### config.mk
export PLATFORM = sky130hd
export DESIGN_NAME = wr_edge_fifo_flat
export DESIGN_NICKNAME = d
export VERILOG_FILES = /design/src/rtl/wr_edge_fifo_if.sv /design/src/rtl/wr_edge_fifo.sv /design/src/flat_wrapper.sv
export SDC_FILE = /design/constraint.sdc
export NUM_CORES = 1
export LEC_CHECK = 0
export CORE_ASPECT_RATIO = 1.4
export CORE_MARGIN = 2
export CORE_UTILIZATION = 40
export CTS_CLUSTER_DIAMETER = 50
export CTS_CLUSTER_SIZE = 28
export DETAILED_ROUTE_END_ITERATION = 7
export SKIP_CTS_REPAIR_TIMING = 1
export SLEW_MARGIN = 20
export SYNTH_ARGS = -nofsm -noshare
export SYNTH_HDL_FRONTEND = slang
export SYNTH_SLANG_ARGS = --single-unit
### constraint.sdc
create_clock -name i_CLK -period 3.2 [get_ports i_CLK]
set_input_delay 0.64 -clock i_CLK [delete_from_list [all_inputs] [get_ports i_CLK]]
set_output_delay 0.64 -clock i_CLK [all_outputs]
set_load 0.005 [all_outputs]
### src/rtl/wr_edge_fifo_if.sv
// Bus bundle for wr_edge_fifo: write-strobe input, FWFT read handshake and debug status.
// Read handshake: o_VALID is high whenever o_RD_DATA holds a word. A word is consumed
// (popped) on every rising clock edge where o_VALID and i_READY are both high.
interface wr_edge_fifo_if #(
  parameter int DATA_W = 8,
  parameter int ADDR_W = 2
);
  logic              i_WR;
  logic [DATA_W-1:0] i_DATA;
  logic [DATA_W-1:0] o_RD_DATA;
  logic              o_VALID;
  logic              i_READY;
  logic              o_FULL;
  logic              o_EMPTY;
  logic [ADDR_W:0]   o_COUNT;
  logic              o_OVF;

  modport slave (
    input  i_WR, i_DATA, i_READY,
    output o_RD_DATA, o_VALID, o_FULL, o_EMPTY, o_COUNT, o_OVF
  );

  modport master (
    output i_WR, i_DATA, i_READY,
    input  o_RD_DATA, o_VALID, o_FULL, o_EMPTY, o_COUNT, o_OVF
  );
endinterface

### src/rtl/wr_edge_fifo.sv
// Small FWFT FIFO whose pushes come from rising edges of i_WR (one push per pulse or level).
// Define WR_LEVEL_PUSH_EN to push on every cycle i_WR is high instead.
module wr_edge_fifo #(
  parameter int DATA_W = 8,
  parameter int DEPTH  = 4,
  parameter int ADDR_W = 2
) (
  input  logic          i_CLK,
  input  logic          i_RST,
  wr_edge_fifo_if.slave io_bus
);
  localparam logic [ADDR_W:0] LP_DEPTH = (ADDR_W+1)'(DEPTH);

  logic [DATA_W-1:0] r_mem [DEPTH];
  logic [ADDR_W-1:0] r_wr_ptr;
  logic [ADDR_W-1:0] r_rd_ptr;
  logic [ADDR_W:0]   r_count;
  logic              r_ovf;

  logic w_push_req;
  logic w_push;
  logic w_pop;
  logic w_full;
  logic w_empty;

`ifdef WR_LEVEL_PUSH_EN
  assign w_push_req = io_bus.i_WR;
`else
  logic r_wr_q;

  // Resets high so a strobe already asserted across reset release is not taken as an edge.
  always_ff @(posedge i_CLK) begin
    if (i_RST) r_wr_q <= 1'b1;
    else       r_wr_q <= io_bus.i_WR;
  end

  assign w_push_req = io_bus.i_WR & ~r_wr_q;
`endif

  assign w_full  = (r_count == LP_DEPTH);
  assign w_empty = (r_count == '0);
  assign w_pop   = ~w_empty & io_bus.i_READY;
  // A full FIFO still accepts a push when a word leaves in the same cycle.
  assign w_push  = w_push_req & (~w_full | w_pop);

  always_ff @(posedge i_CLK) begin
    if (w_push && !i_RST) r_mem[r_wr_ptr] <= io_bus.i_DATA;
  end

  always_ff @(posedge i_CLK) begin
    if (i_RST) begin
      r_wr_ptr <= '0;
      r_rd_ptr <= '0;
      r_count  <= '0;
      r_ovf    <= 1'b0;
    end else begin
      if (w_push) r_wr_ptr <= r_wr_ptr + 1'b1;
      if (w_pop)  r_rd_ptr <= r_rd_ptr + 1'b1;
      case ({w_push, w_pop})
        2'b10:   r_count <= r_count + 1'b1;
        2'b01:   r_count <= r_count - 1'b1;
        default: r_count <= r_count;
      endcase
      if (w_push_req && w_full && !w_pop) r_ovf <= 1'b1;
    end
  end

  assign io_bus.o_COUNT   = r_count;
  assign io_bus.o_FULL    = w_full;
  assign io_bus.o_EMPTY   = w_empty;
  assign io_bus.o_VALID   = ~w_empty;
  assign io_bus.o_OVF     = r_ovf;
  assign io_bus.o_RD_DATA = w_empty ? '0 : r_mem[r_rd_ptr];
endmodule

### src/flat_wrapper.sv
// flat-port wrapper written by rule: the top's interface ports become plain ports
module wr_edge_fifo_flat 
#(
  parameter int DATA_W = 8,
  parameter int DEPTH  = 4,
  parameter int ADDR_W = 2
)
  (i_CLK, i_RST, io_bus_i_WR, io_bus_i_DATA, io_bus_i_READY, io_bus_o_RD_DATA, io_bus_o_VALID, io_bus_o_FULL, io_bus_o_EMPTY, io_bus_o_COUNT, io_bus_o_OVF);
  wr_edge_fifo_if #(.DATA_W(DATA_W), .ADDR_W(ADDR_W)) io_bus_i ();
  input  logic i_CLK;
  input  logic i_RST;
  input wire logic [$bits(io_bus_i.i_WR)-1:0] io_bus_i_WR;
  input wire logic [$bits(io_bus_i.i_DATA)-1:0] io_bus_i_DATA;
  input wire logic [$bits(io_bus_i.i_READY)-1:0] io_bus_i_READY;
  output wire logic [$bits(io_bus_i.o_RD_DATA)-1:0] io_bus_o_RD_DATA;
  output wire logic [$bits(io_bus_i.o_VALID)-1:0] io_bus_o_VALID;
  output wire logic [$bits(io_bus_i.o_FULL)-1:0] io_bus_o_FULL;
  output wire logic [$bits(io_bus_i.o_EMPTY)-1:0] io_bus_o_EMPTY;
  output wire logic [$bits(io_bus_i.o_COUNT)-1:0] io_bus_o_COUNT;
  output wire logic [$bits(io_bus_i.o_OVF)-1:0] io_bus_o_OVF;
  assign io_bus_i.i_WR = io_bus_i_WR;
  assign io_bus_i.i_DATA = io_bus_i_DATA;
  assign io_bus_i.i_READY = io_bus_i_READY;
  assign io_bus_o_RD_DATA = io_bus_i.o_RD_DATA;
  assign io_bus_o_VALID = io_bus_i.o_VALID;
  assign io_bus_o_FULL = io_bus_i.o_FULL;
  assign io_bus_o_EMPTY = io_bus_i.o_EMPTY;
  assign io_bus_o_COUNT = io_bus_i.o_COUNT;
  assign io_bus_o_OVF = io_bus_i.o_OVF;
  wr_edge_fifo #(.DATA_W(DATA_W), .DEPTH(DEPTH), .ADDR_W(ADDR_W)) u_core (.i_CLK(i_CLK), .i_RST(i_RST), .io_bus(io_bus_i));
endmodule
==> impl_results.md <==
* Chip width at 60.5 um
* Core Rows at 28
* Max Freq at 360 MHz
* Number of global-route vias before repair at 1,025
* Worst EP arrival at 2.14 ns
* Post-synthesis sequential area ratio at 66.0%
* DR WL/cell at 14.6 um
* Port bufs at 26
* Status: finished, final reports clean
* DRC errors left at 0
* Setup violators final at 0
* PD cells at 639 nW/um^2
* Crit Path Class: reg -> out
* DP Wirelength at 2090 um
* Pleak at 0.000735 uW
* RSZ-0062 raised after global routing: no
* CORE AREA at 4270 sq um
* DIE HEIGHT at 83.1 um
* Top-area cell type share of the netlist area at 53.7%
* Crit. End Element: primary output
* Worst slew margin at 61.6%
* Layout cell share with drive strength beyond 1 at 17.7%
* Setup crit start kind: flop
* Final wirelength at 3020 um
* Worst-skew pair later-pin latency at 0.29 ns
* Initial DRT Pass Iterations at 3
* H-tree Lvls at 2
* Die ar. at 5030 sq um
* Syn Std Cell Area at 1790 sq um
* Synth Instances at 112
* Fin. Hold Viols at 0
* Synth Warn # at 0
* Maximum vdd drop at 0.000318 V
* Number of distinct library cells after synthesis at 27
* CTS tree: done
* Area growth, synth to finish at 25.5%
* Worst path cell trace: mux4_2 > nor2b_1 > clkdlybuf4s50_1
* R2R cell count at 9
* Pwr Total at 1430 uW
* Hold WS at 0.489 ns
* CP Max Fanout at 8
* Synthesized area per cell at 16.0 sq um
* Synth area leaders: edfxtp_1 (54%), dfxtp_1 (12%), mux4_2 (10%)
* Final ANT Viol Nets at 0
* Final std cells w/o fill at 207
* Antenna violations before repair at 0
* FF-to-FF setup slack at 0.98 ns
* MaxCap Viol Count at 0
* Vias per inst at 4.76
* Max-slew violation count at 0
* Worst stage delay on the critical path at 0.69 ns
* Final worst path period need at 2.78 ns
* Max Clock Skew at 0.00572 ns
* Vias at 986
* Fin crit share at 86.7%
* First-pass GRT wire length at 4900 um
* GRT Residual Overflow at 0
* Routability cong. at 0.706
* Clock Path Buffers at 2
* CTS root buffer: clkbuf_8
* Syn nets at 130
* Clock-pin slew on the worst setup and hold paths at 0.07 ns
* 1st-iter DRT viols at 27
* Worst setup path end: io_bus_o_RD_DATA[7]
* Slowest stage cell, crit path: dfxtp_1
* I/O pins at 27
* Clock Sink Count at 43
* CTS buffer count at 5
* Hold Crit Class: reg -> reg
* N_diodes at 0
* CP required at 2.56 ns
* Slew @ Worst Pin at 0.576 ns
* Largest area contributor in the netlist: edfxtp_1
* Crit Reg-Reg Endpoint: u_core.io_bus.o_COUNT[2]
* #FFs+latches synth at 43
* GRT Total Usage at 13.9%
* Setup Total Neg Slack at 0 ns
* Starting density of the core at 41.9%
* Pin count of the biggest net entering global routing at 17
* Reg2reg start: u_core.io_bus.o_COUNT[2]
* Dpl cells at 199
* Nets at 164
[cells in the final DEF, fill, tap and decap left out, types with 2 or more instances in the layout]
master,Yosys,routed
edfxtp_1,32,32
xor2_1,2,2
nand2b_1,2,2
nor2_1,7,7
clkdlybuf4s50_1,0,26
nor3b_1,4,4
mux4_2,8,8
a21oi_1,5,5
dfxtp_1,11,11
ha_1,5,5
buf_4,0,5
inv_1,7,7
or3_1,3,3
clkbuf_8,0,5
nor2b_1,9,9
o21ai_0,3,3
[cell families (layout without fill, tap and decap cells)]
kind of cell / count (synthesis) / in the layout / synth area share, %
compound gates: 10 / 10 / 3.64
xor+xnor: 2 / 2 / 0.979
fa+ha+maj: 6 / 6 / 4.62
buf+inv: 12 / 47 / 3.08
simple gates: 29 / 29 / 10.2
flops: 43 / 43 / 66.0
mux: 10 / 10 / 11.5
[where the power goes]
group,switching [uW],internal (uW)
clock network,174,228
logic,141,224
registers,44.4,622
[registers in the layout, summed over array words and instances, names as in the netlist, named ones only]
register               flops
u_core.r_mem              32
u_core.r_wr_ptr            2
u_core.io_bus.o_OVF        1
u_core.r_wr_q              1
u_core.r_rd_ptr            2
u_core.io_bus.o_COUNT      3
[layer usage]
metal / track usage [%] / routed length (um) / up-vias / part of all wire [%]
li1: - / - / 476 / -
met1: 15.4 / 1220 / 489 / 40
met2: 23.5 / 1660 / 19 / 55
met3: 4.98 / 123 / 2 / 4.1
met4: 5.34 / 21 / 0 / 0.69
met5: 0 / 0 / - / 0
[area by class of cell]
cell class	instances	area, sq um
Clock buffer	5	68.8
Clock inverter	3	38.8
Fill cell	388	2030
Inverter	8	30.0
Multi-Input combinational cell	57	553
Sequential cell	43	1180
Tap cell	60	75.1
Timing Repair Buffer	31	298
[cells in the mapped netlist]
library cell	number
mux2_4	1
nor2_1	7
clkbuf_1	1
or3_1	3
a21oi_1	5
nor3b_1	4
xor2_1	2
buf_6	1
buf_2	1
inv_2	1
dfxtp_1	11
nor3_2	1
nand2b_1	2
inv_1	7
or2_2	1
a21boi_4	1
nor3b_4	1
o21ai_0	3
nor2b_1	9
ha_1	5
clkbuf_2	1
nand2_1	1
fa_1	1
mux2i_1	1
mux4_2	8
a31oi_1	1
edfxtp_1	32
[worst max-delay path: cells and delay by family, from the launching register on]
kind,cells,cell delay (ns)
muxes,1,0.57
buffers and inverters,1,0.45
and+or+nand+nor,1,0.14
DFF,1,0.69
[through the flow]
step                setup WS, ns  utilization (%)  area (sq um)
global route               0.240             52.5          2240
CTS                        0.358             52.5          2240
finish                     0.425             52.5          2240
floorplan                  0.992                -          1790
global placement           0.528             50.0          2140
detailed placement         0.446             50.0          2140
[how the worst min path moves through the flow]
stage | from | endpoint | depth (start not counted)
2_1_floorplan | u_core.r_rd_ptr[1] | flop | 2
3_3_place_gp | u_core.io_bus.o_OVF | u_core.io_bus.o_OVF | 2
3_5_place_dp | u_core.io_bus.o_OVF | u_core.io_bus.o_OVF | 2
4_1_cts | u_core.io_bus.o_OVF | u_core.io_bus.o_OVF | 2
5_1_grt | u_core.r_rd_ptr[1] | u_core.r_rd_ptr[1] | 2
6_report | u_core.io_bus.o_OVF | u_core.io_bus.o_OVF | 2
No activity file was read; power rests on OpenSTA's default activity.
